--- src/rtl/mem_arbiter.sv ---
// Two-port round-robin arbiter sharing a single-port synchronous memory.
// Each access runs IDLE -> ISSUE -> RESP; all outputs are registered.
module mem_arbiter #(
  parameter int DATA_WIDTH = 8,
  parameter int ADDR_BITS  = 5
) (
  input  logic                  clk,
  input  logic                  rst,
  input  logic                  req0,
  input  logic                  we0,
  input  logic [ADDR_BITS-1:0]  addr0,
  input  logic [DATA_WIDTH-1:0] wdata0,
  output logic                  ack0,
  output logic [DATA_WIDTH-1:0] rdata0,
  input  logic                  req1,
  input  logic                  we1,
  input  logic [ADDR_BITS-1:0]  addr1,
  input  logic [DATA_WIDTH-1:0] wdata1,
  output logic                  ack1,
  output logic [DATA_WIDTH-1:0] rdata1,
  output logic [ADDR_BITS-1:0]  mem_addr,
  output logic [DATA_WIDTH-1:0] mem_wdata,
  output logic                  mem_wen,
  input  logic [DATA_WIDTH-1:0] mem_rdata,
  output logic                  busy
);

  typedef enum logic [1:0] {
    IDLE  = 2'd0,
    ISSUE = 2'd1,
    RESP  = 2'd2
  } state_t;

  state_t                state_q, state_d;
  logic                  last_grant_q, last_grant_d;
  logic                  grant_q, grant_d;
  logic                  we_l_q, we_l_d;
  logic                  ack0_q, ack0_d;
  logic                  ack1_q, ack1_d;
  logic [DATA_WIDTH-1:0] rdata0_q, rdata0_d;
  logic [DATA_WIDTH-1:0] rdata1_q, rdata1_d;
  logic [ADDR_BITS-1:0]  mem_addr_q, mem_addr_d;
  logic [DATA_WIDTH-1:0] mem_wdata_q, mem_wdata_d;
  logic                  mem_wen_q, mem_wen_d;
  logic                  busy_q, busy_d;

  logic elig0, elig1, pick;

  always_comb begin
    // A port is masked during its own ack cycle so a held req is not re-granted early.
    elig0 = req0 && !ack0_q;
    elig1 = req1 && !ack1_q;
    pick  = (elig0 && elig1) ? !last_grant_q : elig1;

    state_d      = state_q;
    last_grant_d = last_grant_q;
    grant_d      = grant_q;
    we_l_d       = we_l_q;
    ack0_d       = 1'b0;
    ack1_d       = 1'b0;
    rdata0_d     = rdata0_q;
    rdata1_d     = rdata1_q;
    mem_addr_d   = mem_addr_q;
    mem_wdata_d  = mem_wdata_q;
    mem_wen_d    = mem_wen_q;
    busy_d       = busy_q;

    case (state_q)
      IDLE: begin
        if (elig0 || elig1) begin
          grant_d      = pick;
          last_grant_d = pick;
          we_l_d       = pick ? we1 : we0;
          mem_addr_d   = pick ? addr1 : addr0;
          mem_wdata_d  = pick ? wdata1 : wdata0;
          mem_wen_d    = pick ? we1 : we0;
          busy_d       = 1'b1;
          state_d      = ISSUE;
        end
      end
      ISSUE: begin
        mem_wen_d = 1'b0;
        state_d   = RESP;
      end
      RESP: begin
        if (!we_l_q) begin
          if (grant_q) rdata1_d = mem_rdata;
          else         rdata0_d = mem_rdata;
        end
        if (grant_q) ack1_d = 1'b1;
        else         ack0_d = 1'b1;
        busy_d  = 1'b0;
        state_d = IDLE;
      end
      default: state_d = IDLE;
    endcase
  end

  always_ff @(posedge clk) begin
    if (rst) begin
      state_q      <= IDLE;
      last_grant_q <= 1'b1;
      grant_q      <= 1'b0;
      we_l_q       <= 1'b0;
      ack0_q       <= 1'b0;
      ack1_q       <= 1'b0;
      rdata0_q     <= '0;
      rdata1_q     <= '0;
      mem_addr_q   <= '0;
      mem_wdata_q  <= '0;
      mem_wen_q    <= 1'b0;
      busy_q       <= 1'b0;
    end else begin
      state_q      <= state_d;
      last_grant_q <= last_grant_d;
      grant_q      <= grant_d;
      we_l_q       <= we_l_d;
      ack0_q       <= ack0_d;
      ack1_q       <= ack1_d;
      rdata0_q     <= rdata0_d;
      rdata1_q     <= rdata1_d;
      mem_addr_q   <= mem_addr_d;
      mem_wdata_q  <= mem_wdata_d;
      mem_wen_q    <= mem_wen_d;
      busy_q       <= busy_d;
    end
  end

  assign ack0      = ack0_q;
  assign ack1      = ack1_q;
  assign rdata0    = rdata0_q;
  assign rdata1    = rdata1_q;
  assign mem_addr  = mem_addr_q;
  assign mem_wdata = mem_wdata_q;
  assign mem_wen   = mem_wen_q;
  assign busy      = busy_q;

endmodule

--- config.mk ---
export PLATFORM = sky130hd
export DESIGN_NAME = mem_arbiter
export DESIGN_NICKNAME = d
export VERILOG_FILES = /design/src/rtl/mem_arbiter.sv
export SDC_FILE = /design/constraint.sdc
export NUM_CORES = 1
export LEC_CHECK = 0
export BUFFER_PORTS_ARGS = -buffer_cell sky130_fd_sc_hd__buf_2
export CORE_MARGIN = 5
export CORE_UTILIZATION = 40
export DETAILED_ROUTE_END_ITERATION = 6
export PLACE_DENSITY = 0.8
export SYNTH_ARGS = -nofsm -noshare
export SYNTH_HDL_FRONTEND = slang
export SYNTH_SLANG_ARGS = --single-unit
--- constraint.sdc ---
create_clock -name clk -period 1.68 [get_ports clk]
set_input_delay 0.084 -clock clk [delete_from_list [all_inputs] [get_ports clk]]
set_output_delay 0.084 -clock clk [all_outputs]
set_load 0.005 [all_outputs]
Word-level counts from Yosys, hierarchy flattened
Index checks and enable logic that the tools add are counted.
{"block": "totals", "regBits": 38, "latchBits": 0, "ramBits": 0, "rom_bits": 0, "in_bits": 40, "output_inout_bits": 33, "word_cells": 46, "memories": 0}
{"block": "op_classes", "add_sub_neg": 0, "mul": 0, "n_div": 0, "magnitude_cmp": 0, "n_eq_ne": 3, "shifts": 0, "mux": 12, "n_bitwise": 3, "reduce_logical": 16}
{"op": "2-to-1 mux 8 bit", "count": 1}
{"op": "2-to-1 mux 1 bit", "count": 6}
{"op": "AND reduction 2 bit", "count": 3}
{"op": "AND reduction 3 bit", "count": 2}
{"op": "2-to-1 mux 5 bit", "count": 1}
{"op": "case mux 1 bit (2 select lines)", "count": 2}
{"op": "case mux 2 bit (2 select lines)", "count": 1}
{"op": "nonzero test 2 bit", "count": 2}
{"op": "logical AND 1 bit", "count": 3}
{"op": "logical NOT 1 bit", "count": 3}
{"op": "inverter 1 bit", "count": 3}
{"op": "equality test 2 x 1 -> 1 bit (second input constant)", "count": 1}
{"op": "equality test 2 bit (second input constant)", "count": 1}
{"op": "logical NOT 2 bit", "count": 1}
{"op": "2-to-1 mux 2 bit", "count": 1}
{"op": "!= test 2 bit (second input constant)", "count": 1}
{"op": "OR reduction 2 bit", "count": 1}
{"op": "logical OR 1 bit", "count": 1}

Logic depth before layout (Yosys ltp)
Gate-level depths: netlist of the first run.
{"block": "logic_depth", "ltp_word": 7, "depth_mapped": 6, "ltp_nobuf": 4}

Least setup slack after synthesis of the first run
No wires, ideal clock.
{"block": "synth_path", "path_kind": "register to register", "startpoint": "register ack0_q, in the netlist ack0", "endpoint": "register mem_addr_q[2], in the netlist mem_addr[2]", "setup_ns": 0.143, "arrival_ns": 1.222, "required_ns": 1.537, "slack_ns": 0.315, "stages_incl_launch_ff": 7, "n_path_buf": 2, "period_less_slack_ns": 1.365, "cell_sequence": "dfxtp_1 -> nand2b_4 -> a211o_1 -> buf_6 -> buf_8 -> a21oi_1 -> a211oi_2"}
{"block": "synth_between", "elab_chain_cells": 5, "elab_cells_between_ends": 7, "classes_between": "mux: 2; reduce/logical: 5"}
{"item": "start, declared", "line_no": "38", "text": "logic ack0_q, ack0_d;"}
{"item": "start signal, assigned", "line_no": "118", "text": "ack0_q <= ack0_d;"}
{"item": "logical NOT 1 bit *", "line_no": "51", "text": "elig0 = req0 && !ack0_q;"}
{"item": "logical AND 1 bit *", "line_no": "51"}
{"item": "logical AND 1 bit", "line_no": "53", "text": "pick = (elig0 && elig1) ? !last_grant_q : elig1;"}
{"item": "2-to-1 mux 1 bit", "line_no": "53"}
{"item": "2-to-1 mux 5 bit", "line_no": "74", "text": "mem_addr_d = pick ? addr1 : addr0;"}
{"item": "end signal, assigned", "line_no": "122", "text": "mem_addr_q <= mem_addr_d;"}
{"item": "end, declared", "line_no": "42", "text": "logic [ADDR_BITS-1:0] mem_addr_q, mem_addr_d;"}
Mark *: on every way between the ends. The rest lies on a longest branch, timed or not.
A chain may end at the register's enable or synchronous reset.

Final worst setup path of the first run
{"block": "layout_path", "startpoint": "register ack0_q, in the netlist ack0", "endpoint": "register mem_wdata_q[0], in the netlist mem_wdata[0]"}
{"block": "layout_between", "elab_chain_cells": 5, "elab_cells_between_ends": 7, "classes_between": "mux: 2; reduce/logical: 5"}
{"item": "logical NOT 1 bit *", "line_no": "51"}
{"item": "logical AND 1 bit *", "line_no": "51"}
{"item": "logical AND 1 bit", "line_no": "53"}
{"item": "2-to-1 mux 1 bit", "line_no": "53"}
{"item": "2-to-1 mux 8 bit", "line_no": "75", "text": "mem_wdata_d = pick ? wdata1 : wdata0;"}
{"item": "end signal, assigned", "line_no": "123", "text": "mem_wdata_q <= mem_wdata_d;"}
{"item": "end, declared", "line_no": "43", "text": "logic [DATA_WIDTH-1:0] mem_wdata_q, mem_wdata_d;"}
Marked as above.

==> impl_metrics.yaml, run 1 <==
setup_path:
  crit_path_start: "ack0"
  arrival_ps: 1680
  cp_top_family: "compound AO/OA/AOI/OAI gates"
  critPathMaxStageDelay_ps: 520
  start_kind: "flop"
  r2r_start: "ack0"
  crit_fanout: 18
  crit_chain: "nand2b_4 > a211o_1 > a21oi_1 > a211oi_1"
  cp-end-kind: "flop"
  crit_buf_inv: 0
  cp.required_ps: 1870
  worstSetupPathType: "flop to flop"
  worst_path_max_delay_cell: "a211o_1"
routing:
  met1_length_um: 1530
  vias: 1427
  viasPerCell: 4.85
  maxUsedRoutingLayer: "met4"
  drc: 0
  drtIter0Drc: 101
  routed_wl_um: 3820
  wl_met2_um: 1990
  post_drt_wl_per_cell_um: 13.0
  ant_nets: 0
  first_pass_iters: 4
  met3_length_um: 240
final_layout:
  n_fill_cell: 353
  syn_to_final_growth_pct: 31.5
  n_antenna_cell: 0
  num-nets-final: 285
  multi_input_area_um2: 741
  ff_latch_area_um2: 761
  fin_util_pct: 55.6
  drive_above_1_share_pct: 41.9
timing:
  slew_violations: 0
  fin_setup_tns_ps: 0
  worst_pin_slew_ps: 609
  maxSlewHeadroom_pct: 59.4
  min_period_over_period_pct: 88.7
  setup_ws_ps: 190
  layout_min_cycle_time_ps: 1490
  setup_viol: 0
  finalHoldViolations: 0
  max_freq_mhz: 671
  skew_ps: 2.78
  rsz0062_at_grt: "no"
clocking:
  ctsHoldBuffers: 0
  clock_latency_ps: 280
  clock-root-buffer: "clkbuf_8"
  clockBufferDepth: 2
  cts_tree: "built"
  cts_setup_buffers: 0
  clk_pin_slew_ps: 70
  cts_made_buffers: 5
  clock-sinks: 38
  htreeDepth: 2
  postCtsResizedCells: 0
die:
  start_util_pct: 42.3
  die_w_um: 72.9
  die_h_um: 72.9
  core_area_um2: 3740
  die_area_um2: 5320
  ios: 73
  row_count: 22
grt:
  gr-usage-all-layers_pct: 14.7
  grt_pass1_wl_um: 6180
  grt_pass1_vias: 1420
  grt_max_degree: 19
  antenna_found_initial: 0
  grt_overflow: 0
pwr:
  power_per_cell_area_nw_per_um2: 998
  power.leakage_uw: 0.000963
  peakVddDrop_mv: 0.686
logic_synthesis:
  synth_seq_cells: 38
  syn_nets: 211
  syn_area_um2: 1580
  synthDistinctLibCells: 26
  yosys_warnings: 0
  ys_seq_area_share_pct: 48.1
  synthCells: 171
  syn_area_per_cell_um2: 9.26
min_path:
  worstHoldPathType: "primary input to flop"
  hp-start: "wdata0[5]"
placement:
  finalWeightedCongestion: 0.814
  port_buffers: 72
  hpwlAfterDp_um: 2980
  place_ws_ps: 183
job:
  drv_cap: 0
status:
  status: "finished clean"
[cell usage in the layout (no fill, tap or decap)]
cell	instances
buf_4	6
nor3_1	2
a21oi_2	2
nand2b_1	2
nand4b_1	1
nand2b_4	3
a211oi_1	6
inv_1	1
or3_1	1
nor2_1	25
a211oi_2	8
nor3b_1	2
mux2i_1	9
a211o_1	1
nor3_2	1
nor2b_2	1
a21oi_1	21
nand2_1	32
buf_2	72
dfxtp_1	38
nand3b_1	2
clkbuf_8	8
o31ai_2	1
a211oi_4	1
[path summary, 6_finish.rpt]
path,slack (ps),end,cells after the start
min,40,mem_wdata[5],3
min reg2reg,450,rdata0[0],2
max reg2reg,190,mem_wdata[0],4
max,190,mem_wdata[0],4
[synth_stat cells (all sizes together)]
library cell  count  area share (%)
dfxtp            38              48
nand2            32             7.6
nor2             25             5.9
a21oi            23             7.7
a211oi           15              10
mux2i             9             5.7
buf               7             4.0
nand2b            5             3.4
clkbuf            4            0.95
nor3              3             1.3
nand3b            2            0.95
nor3b             2            0.95
a211o             1            0.55
inv               1            0.24
nand4b            1            0.55
nor2b             1            0.55
o31ai             1            0.79
or3               1            0.40
[worst register-to-register path, stage by stage (launching register included)]
cell	delay, ps
dfxtp_1	360
nand2b_4	160
a211o_1	520
a21oi_1	100
a211oi_1	270
[flip-flops by register name, summed over array words and instances, names as in the netlist, 2 cells and up]
signal / count
rdata1: 8
mem_addr: 5
mem_wdata: 8
rdata0: 8
state_q: 2
[logic make-up (layout without fill, tap and decap cells)]
group                  count (synthesis)  in the layout  share of synthesized area (%)
AND/OR/NAND/NOR                       72             72                           21.6
AO/OA/AOI/OAI                         40             40                           19.5
flip-flops                            38             38                           48.1
buffers and inverters                 12             87                           5.14
multiplexers                           9              9                           5.69
[layer usage]
metal	vias up	GRT usage [%]
met2	37	25.7
li1	728	-
met5	-	0
met3	8	4.68
met4	0	5.94
met1	654	16.4
[final cells by class]
cell class	instances	share of cell area [%]
inverter	1	0.180
clock buffer	8	5.29
sequential	38	36.6
tap	48	2.89
timing repair buffer	78	19.5
multi-input combinational	121	35.6
[power by group]
| group | internal, µW | switching, µW |
|---|---|---|
| Combinational | 167 | 195 |
| Clock | 414 | 297 |
| Sequential | 965 | 39.6 |
[stage by stage]
| stage | hold WS [ps] | cell area, µm² | cells | total power (µW) |
|---|---|---|---|---|
| 3_3_place_gp | 333 | 1970 | 286 | 1380 |
| 6_report | 39.5 | 2080 | 294 | 2080 |
| 3_5_place_dp | 338 | 1970 | 286 | 1390 |
| 4_1_cts | 33.8 | 2080 | 294 | 2100 |
| 2_1_floorplan | 220 | 1580 | 171 | 1260 |
| 5_1_grt | 55.5 | 2080 | 294 | 2180 |
Power figures use the tool's default switching activity.
==> inputs of run 2 (changes only) <==
- CELL_PAD_IN_SITES_DETAIL_PLACEMENT: not set -> 1
- CELL_PAD_IN_SITES_GLOBAL_PLACEMENT: not set -> 2
- CORE_UTILIZATION: 40 -> 26
- PLACE_DENSITY: 0.8 -> 0.89
==> impl_metrics.yaml, run 2 (synthesis results as in run 1) <==
clocking:
  ctsHoldBuffers: 0
  clk_pin_slew_ps: 80
  postCtsResizedCells: 0
  cts_made_buffers: 5
  clock-sinks: 38
  htreeDepth: 2
  clockBufferDepth: 2
  cts_setup_buffers: 0
  clock_latency_ps: 290
  clock-root-buffer: "clkbuf_8"
  cts_tree: "built"
routing:
  drc: 0
  viasPerCell: 4.48
  post_drt_wl_per_cell_um: 14.4
  first_pass_iters: 4
  routed_wl_um: 4600
  drtIter0Drc: 61
  vias: 1435
  ant_nets: 0
timing:
  rsz0062_at_grt: "no"
  min_period_over_period_pct: 91.9
  fin_setup_tns_ps: 0
  setup_viol: 0
  worst_pin_slew_ps: 637
  max_freq_mhz: 648
  skew_ps: 6.91
  setup_ws_ps: 137
  layout_min_cycle_time_ps: 1540
  finalHoldViolations: 0
  maxSlewHeadroom_pct: 57.5
  slew_violations: 0
setup_path:
  start_kind: "flop"
  arrival_ps: 1730
  crit_chain: "nand2b_4 > a211o_1 > a21oi_1 > a211oi_1"
  cp-end-kind: "flop"
  crit_path_start: "ack0"
  crit_fanout: 18
  cp.required_ps: 1870
  r2r_start: "ack0"
  critPathMaxStageDelay_ps: 550
  crit_buf_inv: 0
  worstSetupPathType: "flop to flop"
  cp_top_family: "compound AO/OA/AOI/OAI gates"
  worst_path_max_delay_cell: "a211o_1"
pwr:
  power.leakage_uw: 0.000954
  peakVddDrop_mv: 0.359
  power_uw: 2010
  power_per_cell_area_nw_per_um2: 961
die:
  start_util_pct: 26.7
  row_count: 28
  ios: 73
  die_w_um: 88.0
  die_h_um: 88.0
  core_area_um2: 5920
  die_area_um2: 7750
final_layout:
  mostFrequentLayoutCells: "buf_2, dfxtp_1, nand2_1, nor2_1, a21oi_1"
  n_fill_cell: 724
  n_antenna_cell: 0
  syn_to_final_growth_pct: 32.3
  fin_util_pct: 35.4
  layout_commonest_cell: "buf_2"
  drive_above_1_share_pct: 41.6
  num-nets-final: 286
grt:
  antenna_found_initial: 0
  gr-usage-all-layers_pct: 12.0
  grt_overflow: 0
  grt_pass1_vias: 1500
  grt_pass1_wl_um: 7160
  grt_max_degree: 20
job:
  drv_cap: 0
placement:
  port_buffers: 72
  hpwlAfterDp_um: 3540
  place_ws_ps: 109
  finalWeightedCongestion: 0.728
min_path:
  hp-start: "wdata0[3]"
  worstHoldPathType: "primary input to flop"
status:
  status: "finished clean"
run 2: worst reg2reg max path, cell delays in order, from the launching register on:
cell      delay (ps)
dfxtp_1          350
nand2b_4         160
a211o_1          550
a21oi_1           90
a211oi_1         310
run 2: per-stage QoR:
step / area, µm² / std cells / hold slack (ps)
final: 2090 / 320 / 34.0
after floorplan: 1580 / 171 / 220
after CTS: 2090 / 320 / 32.6
after global placement: 2010 / 314 / 335
after detailed placement: 2010 / 314 / 344
after global routing: 2090 / 320 / 36.3
run 2: metal layers:
layer,track usage (%),up-vias,wire [µm]
li1,-,723,-
met4,4.12,0,70
met3,3.48,5,262
met5,0,-,0
met1,15.4,672,2030
met2,19.2,35,2240
run 2: where the power goes:
group	switching, µW	internal, µW	leakage [µW]
sequential	42.6	965	0.000311
combinational	203	171	0.000599
clock	313	317	0.0000431
run 2: layout make-up:
| class | count | area [µm²] | area share, % |
|---|---|---|---|
| clock buffers | 6 | 82.6 | 3.94 |
| inverters | 1 | 3.75 | 0.179 |
| multi-input cells | 121 | 741 | 35.4 |
| flip-flops and latches | 38 | 761 | 36.3 |
| well taps | 75 | 93.8 | 4.48 |
| repair buffers | 79 | 413 | 19.7 |
run 2: worst paths after layout:
kind / endpoint / slack [ps] / depth (start not counted)
max: mem_wdata[0] / 140 / 4
min: mem_wdata[3] / 30 / 3
max reg2reg: mem_wdata[0] / 140 / 4
min reg2reg: rdata0[4] / 450 / 2
==> inputs of run 3 (changes only) <==
- BUFFER_PORTS_ARGS: -buffer_cell sky130_fd_sc_hd__buf_2 -> not set
- CORE_UTILIZATION: 26 -> 34
- DONT_BUFFER_PORTS: not set -> 1
- PLACE_DENSITY: 0.89 -> 0.86
==> impl_metrics.yaml, run 3 (synthesis results as in run 1) <==
setup_path:
  crit_path_start: "ack0"
  r2r_start: "ack0"
  crit_fanout: 16
  r2r_cells: 5
  worstSetupPathType: "flop to flop"
  cp-end-kind: "flop"
  cp.required_ps: 1870
  start_kind: "flop"
  arrival_ps: 1640
  crit_path_end: "mem_wdata[5]"
  r2r-end: "mem_wdata[5]"
  r2r_slack_ps: 230
timing:
  rsz0062_at_grt: "no"
  layout_min_cycle_time_ps: 1450
  max_freq_mhz: 689
  worst_pin_slew_ps: 506
  finalHoldViolations: 0
  skew_ps: 10.1
  slew_violations: 0
  fin_setup_tns_ps: 0
  min_period_over_period_pct: 86.4
  maxSlewHeadroom_pct: 66.1
  setup_viol: 0
  hold_ws_ps: 22.4
pwr:
  power_uw: 1970
  peakVddDrop_mv: 0.387
  power.leakage_uw: 0.000715
  power_per_cell_area_nw_per_um2: 1020
job:
  drv_cap: 0
grt:
  grt_pass1_wl_um: 7230
  grt_pass1_vias: 1464
  antenna_found_initial: 0
  grt_max_degree: 40
  grt_overflow: 0
  gr-usage-all-layers_pct: 15.1
die:
  die_w_um: 78.2
  die_area_um2: 6120
  start_util_pct: 35.6
  core_area_um2: 4440
  row_count: 24
  die_h_um: 78.2
  ios: 73
placement:
  port_buffers: 0
  placed_cell_area_um2: 1610
  hpwlAfterDp_um: 3120
  finalWeightedCongestion: 0.701
final_layout:
  num-nets-final: 233
  mostFrequentLayoutCells: "dfxtp_1, nand2_1, nor2_1, a21oi_1, dlygate4sd3_1"
  layout_commonest_cell: "dfxtp_1"
  syn_to_final_growth_pct: 21.8
  stdcell_area_um2: 1930
  drive_above_1_share_pct: 16.0
  n_antenna_cell: 0
routing:
  drtIter0Drc: 54
  met3_length_um: 334
  vias: 1287
  ant_nets: 0
  post_drt_wl_per_cell_um: 18.2
  routed_wl_um: 4480
  maxUsedRoutingLayer: "met4"
  met1_length_um: 1670
  viasPerCell: 5.23
  wl_met2_um: 2420
  first_pass_iters: 2
  drc: 0
min_path:
  hp-start: "wdata1[3]"
  hold_depth: 2
  worstHoldPathType: "primary input to flop"
status:
  status: "finished clean"
clocking:
  clock-sinks: 38
  htreeDepth: 2
  clockBufferDepth: 2
  clk_pin_slew_ps: 80
  cts_made_buffers: 5
  clock_latency_ps: 280
  cts_tree: "built"
  cts_setup_buffers: 0
  clock-root-buffer: "clkbuf_8"
==> run 3: cell count changes in the layout (fill, tap and decap cells not counted), sizes merged <==
cell,previous run,this run
clkbuf,6,7
clkinv,0,1
buf,79,5
dlygate4sd3,0,21
==> run 3: worst min path at each step <==
| stage | to | slack, ps |
|---|---|---|
| after floorplan | rdata0[0] | 220 |
| after global placement | mem_addr[3] | 150 |
| after detailed placement | mem_wdata[7] | 160 |
| after CTS | mem_wdata[3] | 7 |
| after global routing | mem_wdata[4] | 10 |
| final | mem_wdata[3] | 20 |
==> run 3: power breakdown <==
group | switching [µW] | total (µW) | leakage, µW | internal (µW)
logic | 176 | 315 | 0.000355 | 139
registers | 57.9 | 1020 | 0.000311 | 965
clock network | 303 | 634 | 0.0000482 | 331
total | 537 | 1970 | 0.000715 | 1440
==> run 3: final cells by class <==
type / instances / area (µm²)
Fill cell: 509 / 2520
Inverter: 1 / 3.75
Sequential cell: 38 / 761
Multi-Input combinational cell: 121 / 747
Tap cell: 52 / 65.1
Clock buffer: 7 / 86.3
Timing Repair Buffer: 26 / 260
Clock inverter: 1 / 5.00
==> run 3: stage by stage <==
stage	instances	worst slack (ps)	utilization [%]
floorplan	171	315	-
global placement	216	229	36.1
detailed placement	216	149	36.1
CTS	246	126	43.4
global route	246	122	43.4
finish	246	229	43.4
==> run 3: worst max-delay path, stage by stage (launching register included) <==
cell,delay (ps)
dfxtp_1,340
nand2b_4,180
a211oi_4,240
buf_4,260
nor2_1,70
a211oi_1,260
==> run 3: what timing repair did <==
action                                 in CTS  in global routing
setup endpoints to repair                   0                  3
endpoints found under the hold margin      38                  0
hold buffers                               22                  0
gates resized for setup                     0                  1
==> run 3: metal layers <==
| layer | up-vias | track usage (%) |
|---|---|---|
| met5 | - | 0 |
| met4 | 0 | 4.20 |
| met3 | 6 | 5.38 |
| met2 | 45 | 28.3 |
| met1 | 613 | 15.8 |
| li1 | 623 | - |
